===== src/rtl/io_arbiter_pkg.sv =====
`default_nettype none
// ============================================================================
// Module : io_arbiter_pkg
// Brief  : Shared types, constants and helpers for the I/O bus arbiter.
// Rev    : 1.0
// ============================================================================
package io_arbiter_pkg;

    localparam int IO_MAX_REQUESTERS = 8;
    localparam int IO_ADDR_W         = 32;
    localparam int IO_DATA_W         = 32;

    // Sized for the largest legal requester count so every instance shares one index type.
    localparam int IO_REQ_IDX_W = (IO_MAX_REQUESTERS > 2) ? $clog2(IO_MAX_REQUESTERS) : 1;

    typedef logic [IO_REQ_IDX_W-1:0] io_requester_idx_t;

    // Round-robin successor; wraps explicitly so non-power-of-two counts work.
    function automatic io_requester_idx_t io_next_ptr(input io_requester_idx_t idx, input int num);
        io_requester_idx_t nxt;
        if (int'(idx) == num - 1) begin
            nxt = '0;
        end else begin
            nxt = idx + 1'b1;
        end
        return nxt;
    endfunction

endpackage
`default_nettype wire


===== src/rtl/io_arbiter_if.sv =====
`default_nettype none
// ============================================================================
// Module : io_arbiter_if
// Brief  : Requester-side handshake plus peripheral-side I/O bus signals.
// Rev    : 1.0
// ============================================================================
interface io_arbiter_if #(
    parameter int NUM_REQUESTERS = 4
);
    import io_arbiter_pkg::*;

    logic [NUM_REQUESTERS-1:0]                req;
    logic [NUM_REQUESTERS-1:0]                req_write;
    logic [NUM_REQUESTERS-1:0][IO_ADDR_W-1:0] req_address;
    logic [NUM_REQUESTERS-1:0][IO_DATA_W-1:0] req_write_data;
    logic [NUM_REQUESTERS-1:0]                grant;
    logic [NUM_REQUESTERS-1:0]                resp_valid;
    logic [IO_DATA_W-1:0]                     resp_data;
    logic                                     io_write_en;
    logic                                     io_read_en;
    logic [IO_ADDR_W-1:0]                     io_address;
    logic [IO_DATA_W-1:0]                     io_write_data;
    logic [IO_DATA_W-1:0]                     io_read_data;

    modport slave (
        input  req, req_write, req_address, req_write_data, io_read_data,
        output grant, resp_valid, resp_data,
        output io_write_en, io_read_en, io_address, io_write_data
    );

    modport master (
        output req, req_write, req_address, req_write_data, io_read_data,
        input  grant, resp_valid, resp_data,
        input  io_write_en, io_read_en, io_address, io_write_data
    );

endinterface
`default_nettype wire


===== src/rtl/io_rr_arbiter.sv =====
`default_nettype none
// ============================================================================
// Module : io_rr_arbiter
// Brief  : Combinational round-robin pick: first request at or after ptr, wrapping.
// Rev    : 1.0
// ============================================================================
module io_rr_arbiter
    import io_arbiter_pkg::*;
#(
    parameter int NUM_REQUESTERS = 4
) (
    input  wire  [NUM_REQUESTERS-1:0] i_req,
    input  wire  io_requester_idx_t   i_ptr,
    output logic [NUM_REQUESTERS-1:0] o_grant,
    output io_requester_idx_t         o_grant_idx,
    output logic                      o_grant_valid
);

    always_comb begin
        o_grant       = '0;
        o_grant_idx   = '0;
        o_grant_valid = 1'b0;
        for (int i = 0; i < NUM_REQUESTERS; i++) begin
            if (!o_grant_valid && i_req[i] && (io_requester_idx_t'(i) >= i_ptr)) begin
                o_grant_valid = 1'b1;
                o_grant_idx   = io_requester_idx_t'(i);
                o_grant[i]    = 1'b1;
            end
        end
        // Nothing at or above ptr: wrap to the lowest requester below it.
        for (int i = 0; i < NUM_REQUESTERS; i++) begin
            if (!o_grant_valid && i_req[i]) begin
                o_grant_valid = 1'b1;
                o_grant_idx   = io_requester_idx_t'(i);
                o_grant[i]    = 1'b1;
            end
        end
    end

endmodule
`default_nettype wire


===== src/rtl/io_arbiter.sv =====
`default_nettype none
// ============================================================================
// Module : io_arbiter
// Brief  : Round-robin sharing of the memory-mapped I/O bus with read routing.
// Rev    : 1.0
// ============================================================================
module io_arbiter
    import io_arbiter_pkg::*;
#(
    parameter int NUM_REQUESTERS = 4,
    parameter int READ_LATENCY   = 1
) (
    input wire          clk,
    input wire          reset_n,
    io_arbiter_if.slave bus
);

    logic [NUM_REQUESTERS-1:0] w_grant;
    io_requester_idx_t         w_grant_idx;
    logic                      w_grant_valid;

    io_requester_idx_t         r_ptr_q, w_ptr_d;
    io_requester_idx_t         r_cmd_idx_q, w_cmd_idx_d;
    logic                      r_io_write_en_q, w_io_write_en_d;
    logic                      r_io_read_en_q, w_io_read_en_d;
    logic [IO_ADDR_W-1:0]      r_io_address_q, w_io_address_d;
    logic [IO_DATA_W-1:0]      r_io_write_data_q, w_io_write_data_d;

    logic                      w_mat_valid;
    io_requester_idx_t         w_mat_idx;

    io_rr_arbiter #(
        .NUM_REQUESTERS (NUM_REQUESTERS)
    ) u_rr_arbiter (
        .i_req         (bus.req),
        .i_ptr         (r_ptr_q),
        .o_grant       (w_grant),
        .o_grant_idx   (w_grant_idx),
        .o_grant_valid (w_grant_valid)
    );

    always_comb begin
        w_ptr_d           = r_ptr_q;
        w_cmd_idx_d       = r_cmd_idx_q;
        w_io_write_en_d   = 1'b0;
        w_io_read_en_d    = 1'b0;
        w_io_address_d    = r_io_address_q;
        w_io_write_data_d = r_io_write_data_q;
        if (w_grant_valid) begin
            w_ptr_d     = io_next_ptr(w_grant_idx, NUM_REQUESTERS);
            w_cmd_idx_d = w_grant_idx;
        end
        for (int i = 0; i < NUM_REQUESTERS; i++) begin
            if (w_grant[i]) begin
                w_io_write_en_d   = bus.req_write[i];
                w_io_read_en_d    = !bus.req_write[i];
                w_io_address_d    = bus.req_address[i];
                w_io_write_data_d = bus.req_write_data[i];
            end
        end
    end

    always_ff @(posedge clk or negedge reset_n) begin
        if (!reset_n) begin
            r_ptr_q           <= '0;
            r_cmd_idx_q       <= '0;
            r_io_write_en_q   <= 1'b0;
            r_io_read_en_q    <= 1'b0;
            r_io_address_q    <= '0;
            r_io_write_data_q <= '0;
        end else begin
            r_ptr_q           <= w_ptr_d;
            r_cmd_idx_q       <= w_cmd_idx_d;
            r_io_write_en_q   <= w_io_write_en_d;
            r_io_read_en_q    <= w_io_read_en_d;
            r_io_address_q    <= w_io_address_d;
            r_io_write_data_q <= w_io_write_data_d;
        end
    end

    // Read tracking: the strobe cycle's (valid, idx) travels READ_LATENCY stages.
    generate
        if (READ_LATENCY == 0) begin : g_lat0
            always_comb begin
                w_mat_valid = r_io_read_en_q;
                w_mat_idx   = r_cmd_idx_q;
            end
        end else begin : g_pipe
            logic [READ_LATENCY-1:0] r_pipe_valid_q, w_pipe_valid_d;
            io_requester_idx_t       r_pipe_idx_q [READ_LATENCY];
            io_requester_idx_t       w_pipe_idx_d [READ_LATENCY];

            always_comb begin
                w_pipe_valid_d    = '0;
                w_pipe_valid_d[0] = r_io_read_en_q;
                w_pipe_idx_d[0]   = r_cmd_idx_q;
                for (int s = 1; s < READ_LATENCY; s++) begin
                    w_pipe_valid_d[s] = r_pipe_valid_q[s-1];
                    w_pipe_idx_d[s]   = r_pipe_idx_q[s-1];
                end
            end

            always_ff @(posedge clk or negedge reset_n) begin
                if (!reset_n) begin
                    r_pipe_valid_q <= '0;
                    for (int s = 0; s < READ_LATENCY; s++) begin
                        r_pipe_idx_q[s] <= '0;
                    end
                end else begin
                    r_pipe_valid_q <= w_pipe_valid_d;
                    for (int s = 0; s < READ_LATENCY; s++) begin
                        r_pipe_idx_q[s] <= w_pipe_idx_d[s];
                    end
                end
            end

            always_comb begin
                w_mat_valid = r_pipe_valid_q[READ_LATENCY-1];
                w_mat_idx   = r_pipe_idx_q[READ_LATENCY-1];
            end
        end
    endgenerate

    always_comb begin
        bus.resp_valid = '0;
        bus.resp_data  = '0;
        if (w_mat_valid) begin
            bus.resp_data = bus.io_read_data;
            for (int i = 0; i < NUM_REQUESTERS; i++) begin
                if (w_mat_idx == io_requester_idx_t'(i)) begin
                    bus.resp_valid[i] = 1'b1;
                end
            end
        end
    end

    assign bus.grant         = w_grant;
    assign bus.io_write_en   = r_io_write_en_q;
    assign bus.io_read_en    = r_io_read_en_q;
    assign bus.io_address    = r_io_address_q;
    assign bus.io_write_data = r_io_write_data_q;

endmodule
`default_nettype wire


===== src/flat_wrapper.sv =====
// flat-port wrapper written by rule: the top's interface ports become plain ports
module io_arbiter_flat import io_arbiter_pkg::*;
#(
    parameter int NUM_REQUESTERS = 4,
    parameter int READ_LATENCY   = 1
)
  (clk, reset_n, bus_req, bus_req_write, bus_req_address, bus_req_write_data, bus_io_read_data, bus_grant, bus_resp_valid, bus_resp_data, bus_io_write_en, bus_io_read_en, bus_io_address, bus_io_write_data);
  io_arbiter_if #(.NUM_REQUESTERS(NUM_REQUESTERS)) bus_i ();
  input wire clk;
  input wire reset_n;
  input wire logic [$bits(bus_i.req)-1:0] bus_req;
  input wire logic [$bits(bus_i.req_write)-1:0] bus_req_write;
  input wire logic [$bits(bus_i.req_address)-1:0] bus_req_address;
  input wire logic [$bits(bus_i.req_write_data)-1:0] bus_req_write_data;
  input wire logic [$bits(bus_i.io_read_data)-1:0] bus_io_read_data;
  output wire logic [$bits(bus_i.grant)-1:0] bus_grant;
  output wire logic [$bits(bus_i.resp_valid)-1:0] bus_resp_valid;
  output wire logic [$bits(bus_i.resp_data)-1:0] bus_resp_data;
  output wire logic [$bits(bus_i.io_write_en)-1:0] bus_io_write_en;
  output wire logic [$bits(bus_i.io_read_en)-1:0] bus_io_read_en;
  output wire logic [$bits(bus_i.io_address)-1:0] bus_io_address;
  output wire logic [$bits(bus_i.io_write_data)-1:0] bus_io_write_data;
  assign bus_i.req = bus_req;
  assign bus_i.req_write = bus_req_write;
  assign bus_i.req_address = bus_req_address;
  assign bus_i.req_write_data = bus_req_write_data;
  assign bus_i.io_read_data = bus_io_read_data;
  assign bus_grant = bus_i.grant;
  assign bus_resp_valid = bus_i.resp_valid;
  assign bus_resp_data = bus_i.resp_data;
  assign bus_io_write_en = bus_i.io_write_en;
  assign bus_io_read_en = bus_i.io_read_en;
  assign bus_io_address = bus_i.io_address;
  assign bus_io_write_data = bus_i.io_write_data;
  io_arbiter #(.NUM_REQUESTERS(NUM_REQUESTERS), .READ_LATENCY(READ_LATENCY)) u_core (.clk(clk), .reset_n(reset_n), .bus(bus_i));
endmodule

===== config.mk =====
export PLATFORM = sky130hd
export DESIGN_NAME = io_arbiter_flat
export DESIGN_NICKNAME = d
export VERILOG_FILES = /design/src/rtl/io_arbiter_pkg.sv /design/src/rtl/io_arbiter_if.sv /design/src/rtl/io_rr_arbiter.sv /design/src/rtl/io_arbiter.sv /design/src/flat_wrapper.sv
export SDC_FILE = /design/constraint.sdc
export NUM_CORES = 1
export LEC_CHECK = 0
export CAP_MARGIN = 20
export CORE_AREA = 5 5 153 155
export CTS_CLUSTER_DIAMETER = 60
export CTS_CLUSTER_SIZE = 20
export DETAILED_ROUTE_END_ITERATION = 8
export DIE_AREA = 0 0 158 160
export SLEW_MARGIN = 15
export SYNTH_ARGS = -nofsm -noshare
export SYNTH_HDL_FRONTEND = slang
export SYNTH_SLANG_ARGS = --single-unit

===== constraint.sdc =====
create_clock -name clk -period 6 [get_ports clk]
set_clock_uncertainty 0.05 [all_clocks]
set_input_delay 1.8 -clock clk [delete_from_list [all_inputs] [get_ports clk]]
set_output_delay 1.8 -clock clk [all_outputs]
set_load 0.05 [all_outputs]

# After elaboration in Yosys (flattened, before gate mapping)
# Cells that the tools add are included.
# classes
addsub	1
magnitude_cmp	4
n_eq_ne	4
n_mux	45
reduce_logical	24
# ops
cell	n
$mux 32	9
$mux 1	28
$mux 3	7
$logic_and 1x1->1	11
$logic_not 1->1	11
$eq 3x2->1 const B	2
$ge 1x3->1 const A	2
$ge 2x3->1 const A	2
$mux 4	1
$reduce_bool 4->1	1
$add 3x1->3 const B	1
$eq 3x1->1 const B	1
$eq 3x3->1 const B	1
$logic_not 3->1	1
# totals
regBits	76
out_inout_bits	106
word_cells	86

# Longest topological paths before layout
# logic_depth
word_depth	29
depth_mapped	9

# Cells and area by module
# A second synthesis with hierarchy kept.
# hier_totals
cells_unflattened	602
area_unflattened_um2	5251.3
# by_module_without_submodules
module	n_inst	cells_per_inst	area_per_inst_um2	seq_area_each_um2
io_arbiter	1	574	5087.4	1901.8
io_rr_arbiter	1	28	163.9	0.0

# Worst setup path after synthesis
# OpenSTA, ideal clock, no wires.
# synth_path
kind	input-to-output
startpoint	in bus_req[2]
endpoint	out bus_grant[3]
t_arrival_ns	3.026
t_required_ns	4.150
setup_slack_ns	1.124
stages	5
n_path_buf	3
cell_sequence	buf_2 > nor2_1 > o221a_2 > buf_2 > clkbuf_1
# synth_via
elab_chain_len	19
elab_cells_between_ends	20
# synth_rtl
element	line	rtl
from (decl)	flat_wrapper.sv:11	input wire logic [$bits(bus_i.req)-1:0] bus_req;
$logic_and 1x1->1 (2 in series)	io_rr_arbiter.sv:24	if (!o_grant_valid && i_req[i] && (io_requester_idx_t'(i) >= i_ptr)) begin
$mux 1	io_rr_arbiter.sv:24	
$logic_not 1->1	io_rr_arbiter.sv:24	
$logic_and 1x1->1 (2 in series)	io_rr_arbiter.sv:24	
$mux 1	io_rr_arbiter.sv:24	
$logic_not 1->1	io_rr_arbiter.sv:32	if (!o_grant_valid && i_req[i]) begin
$logic_and 1x1->1	io_rr_arbiter.sv:32	
$mux 1	io_rr_arbiter.sv:32	
$logic_not 1->1	io_rr_arbiter.sv:32	
$logic_and 1x1->1	io_rr_arbiter.sv:32	
$mux 1	io_rr_arbiter.sv:32	
$logic_not 1->1	io_rr_arbiter.sv:32	
$logic_and 1x1->1	io_rr_arbiter.sv:32	
$mux 1	io_rr_arbiter.sv:32	
$logic_not 1->1	io_rr_arbiter.sv:32	
$logic_and 1x1->1	io_rr_arbiter.sv:32	
$mux 1 *	io_rr_arbiter.sv:32	
to (decl)	flat_wrapper.sv:16	output wire logic [$bits(bus_i.grant)-1:0] bus_grant;
# Every way passes the cells marked *; elsewhere a longest branch is shown, timed or not.

# Worst setup path in the final report
# layout_path
startpoint	in bus_req[0]
endpoint	out bus_grant[2]
# layout_via
elab_chain_len	23
elab_cells_between_ends	24
# layout_rtl
element	line
$logic_and 1x1->1	io_rr_arbiter.sv:24
$mux 1	io_rr_arbiter.sv:24
$logic_not 1->1	io_rr_arbiter.sv:24
$logic_and 1x1->1 (2 in series)	io_rr_arbiter.sv:24
$mux 1	io_rr_arbiter.sv:24
$logic_not 1->1	io_rr_arbiter.sv:24
$logic_and 1x1->1 (2 in series)	io_rr_arbiter.sv:24
$mux 1	io_rr_arbiter.sv:24
[... 5 more ...]	--
$logic_and 1x1->1	io_rr_arbiter.sv:32
$mux 1	io_rr_arbiter.sv:32
$logic_not 1->1	io_rr_arbiter.sv:32
$logic_and 1x1->1	io_rr_arbiter.sv:32
$mux 1	io_rr_arbiter.sv:32
$logic_not 1->1	io_rr_arbiter.sv:32
$logic_and 1x1->1	io_rr_arbiter.sv:32
$mux 1 *	io_rr_arbiter.sv:32
# Marked as above.

==> flow_metrics.tcl <==
set metrics [dict create \
    netlist_instances 586 \
    drtPass1Iterations 4 \
    critPathArrivalTime_ps 3300 \
    dpl.hpwl_um 16800 \
    crit_fanout 8 \
    core_area_sq_um 21700 \
    routabilityCongestion 0.823 \
    numCtsBuffers 9 \
    yosysMostFrequentCell "nand2_1" \
    fin_cells 1238 \
    worstMarginPinSlew_ps 885 \
    track_usage_pct 17.3 \
    outcome "finished clean" \
    row_count 54 \
    fin_crit_ps 5150 \
    hold_buffers 0 \
    htree_levels 3 \
    critical_path_required_ps 4150 \
    rsz0062_at_grt "false" \
    seq_power_share_pct 23.2 \
    ctsResizeCount 0 \
    synth_top_area_share_pct 39.2 \
    power_uw 3340 \
    drt_iter0_markers 292 \
    power_leakage_uw 0.00375 \
    wl_met3_um 2500 \
    yosysWarnings 0 \
    start_kind "input pin" \
    wl_met2_um 11500 \
    cts_tree "yes" \
    path_class "input pin to output port" \
    clock_sinks 73 \
    synthesis.nets 884 \
    vdd_drop_max_v 0.000154 \
    placed_cells 1221 \
    wirelength_um 23200 \
    drcViolationCount 0 \
    hold_path_class "register to register" \
    vias 5767 \
    dr.max_layer_used "met5" \
    overflow 0 \
    die_w_um 158 \
    dieArea_sq_um 25300 \
    cap_violations 0 \
    n_antenna_cell 0 \
    synth_common_cells "nand2_1 (133), dfrtp_1 (73), nor2_1 (68)" \
    cts.clk_slew.worst_paths_ps 60 \
    ys_ff_latch 73 \
    post-cts-setup-buffers 0 \
    ant_nets 0 \
    async_reset_ff_share_pct 100 \
    cts_root_buffer "clkbuf_16" \
    wl_met1_um 8710 \
    fin_ws_ps 852 \
    antenna_found_initial 1 \
    avgSynthCellArea_sq_um 7.96 \
    fmax_ghz 0.194 \
    place_worst_setup_slack_ps 856 \
    synth.distinct_cells 34 \
    p_per_area_nw_per_um2 363 \
    clk_latency_ps 340 \
    synth_flop_cell "dfrtp_1" \
    grt_pass1_wl_um 34300 \
    hold_viol_final 0 \
    io_buffers 403 \
    drive_gt1_share_pct 4.07 \
    switching_power_uw 1590 \
    post-route-util_pct 42.4 \
    clockPowerShare_pct 17.1 \
    relSlewSlack_pct 41.0 \
    setup_viol 0 \
    detail_route.wl_per_cell_um 18.8 \
    initial_utilization_pct 21.5 \
    cp-end-kind "output port" \
    combPwrFrac_pct 59.7 \
    design.portCount 404 \
    area_growth_pct 97.1 \
    fill_cells 2211 \
    grt_max_degree 85 \
    clockBufferDepth 2 \
    netlist_area_sq_um 4660 \
    yosysSeqAreaShare_pct 39.2 \
    setup_tns_ps 0 \
    slew_violations 0 \
    synth_edf_count 0 \
    nets 1251 \
    yosysTopAreaCell "dfrtp_1" \
    post-route-period-util_pct 85.8 \
    synth_area_leaders "dfrtp_1 (39%), nand2_1 (11%), o31ai_1 (10%)" \
    via_per_inst 4.66 \
    grt_pass1_vias 5833 \
    internal-power_uw 1750 \
    swShare_pct 47.6 \
    die_h_um 160 \
]
[through the flow]
stage / hold slack, ps / cell area (sq um)
CTS: 333 / 9170
global placement: 310 / 8860
global route: 345 / 9190
floorplan: 305 / 4660
detailed placement: 315 / 8860
finish: 329 / 9190
[power groups by stage]
| stage | clock, uW | sequential, uW | combinational, uW |
|---|---|---|---|
| after global placement | 0 | 779 | 2010 |
| after CTS | 588 | 777 | 2020 |
| after floorplan | 0 | 1280 | 707 |
| final | 570 | 775 | 1990 |
| after global routing | 612 | 802 | 2100 |
| after detailed placement | 0 | 782 | 2010 |
[sequential cells by signal, indices dropped and copies added, names as in the netlist]
register                      cells
u_core.g_pipe.w_pipe_idx_d        2
u_core.g_pipe.r_pipe_valid_q      1
u_core.bus.io_address            32
u_core.bus.io_write_data         32
u_core.r_ptr_q                    2
u_core.g_pipe.r_pipe_idx_q        2
u_core.bus.io_write_en            1
u_core.bus.io_read_en             1
[layout by cell type (no fill, tap or decap), drive strengths merged, types with 2 or more instances in the layout]
cell type        n
clkdlybuf4s50  398
nand2          133
dfrtp           73
nor2            68
o31ai           66
and3            65
a22oi           64
and2            32
buf             14
clkbuf          12
a21oi            5
inv              4
o21ai            3
o21a             2
a211o            2
or2              2
clkinv           2
[worst max-delay path, cell delays in order]
cell and delay, ps:
clkdlybuf4s50_1 560, or2_1 290, a21oi_1 230, o21ai_4 90, inv_2 110, buf_4 210
[logic make-up (layout without fill, tap and decap cells)]
logic type | count (synthesis) | after routing | synth area share, %
AO/OA/AOI/OAI | 148 | 148 | 24.0
flip-flops | 73 | 73 | 39.2
buffers and inverters | 60 | 432 | 6.49
AND/OR/NAND/NOR | 305 | 305 | 30.3
[final cells by class]
cell class / instances / area (sq um) / area share (%)
Sequential cell: 73 / 1830 / 19.9
Timing Repair Buffer: 412 / 4130 / 44.9
Inverter: 4 / 15.0 / 0.163
Multi-Input combinational cell: 453 / 2570 / 27.9
Clock inverter: 4 / 51.3 / 0.558
Tap cell: 280 / 350 / 3.81
Clock buffer: 12 / 256 / 2.79
[routing by layer]
layer	vias up	global-route usage (%)
li1	2810	-
met1	2668	19.6
met2	261	30.8
met3	26	5.87
met4	2	4.92
met5	-	0
[path summary, 6_finish.rpt]
path / to / cells past startpoint / slack, ps / start
worst max-delay path: bus_grant[2] / 6 / 850 / bus_req[0]
worst min-delay path: u_core.g_pipe.r_pipe_valid_q / 0 / 330 / u_core.bus.io_read_en
worst max register to register: u_core.bus.io_write_data[0] / 7 / 3300 / u_core.r_ptr_q[1]
worst min register to register: u_core.g_pipe.r_pipe_valid_q / 0 / 330 / u_core.bus.io_read_en
max in group asynchronous: u_core.bus.io_write_data[24] / 2 / 3940 / reset_n
min in group asynchronous: u_core.bus.io_address[17] / 1 / 1360 / reset_n
No activity file was read; power rests on OpenSTA's default activity.
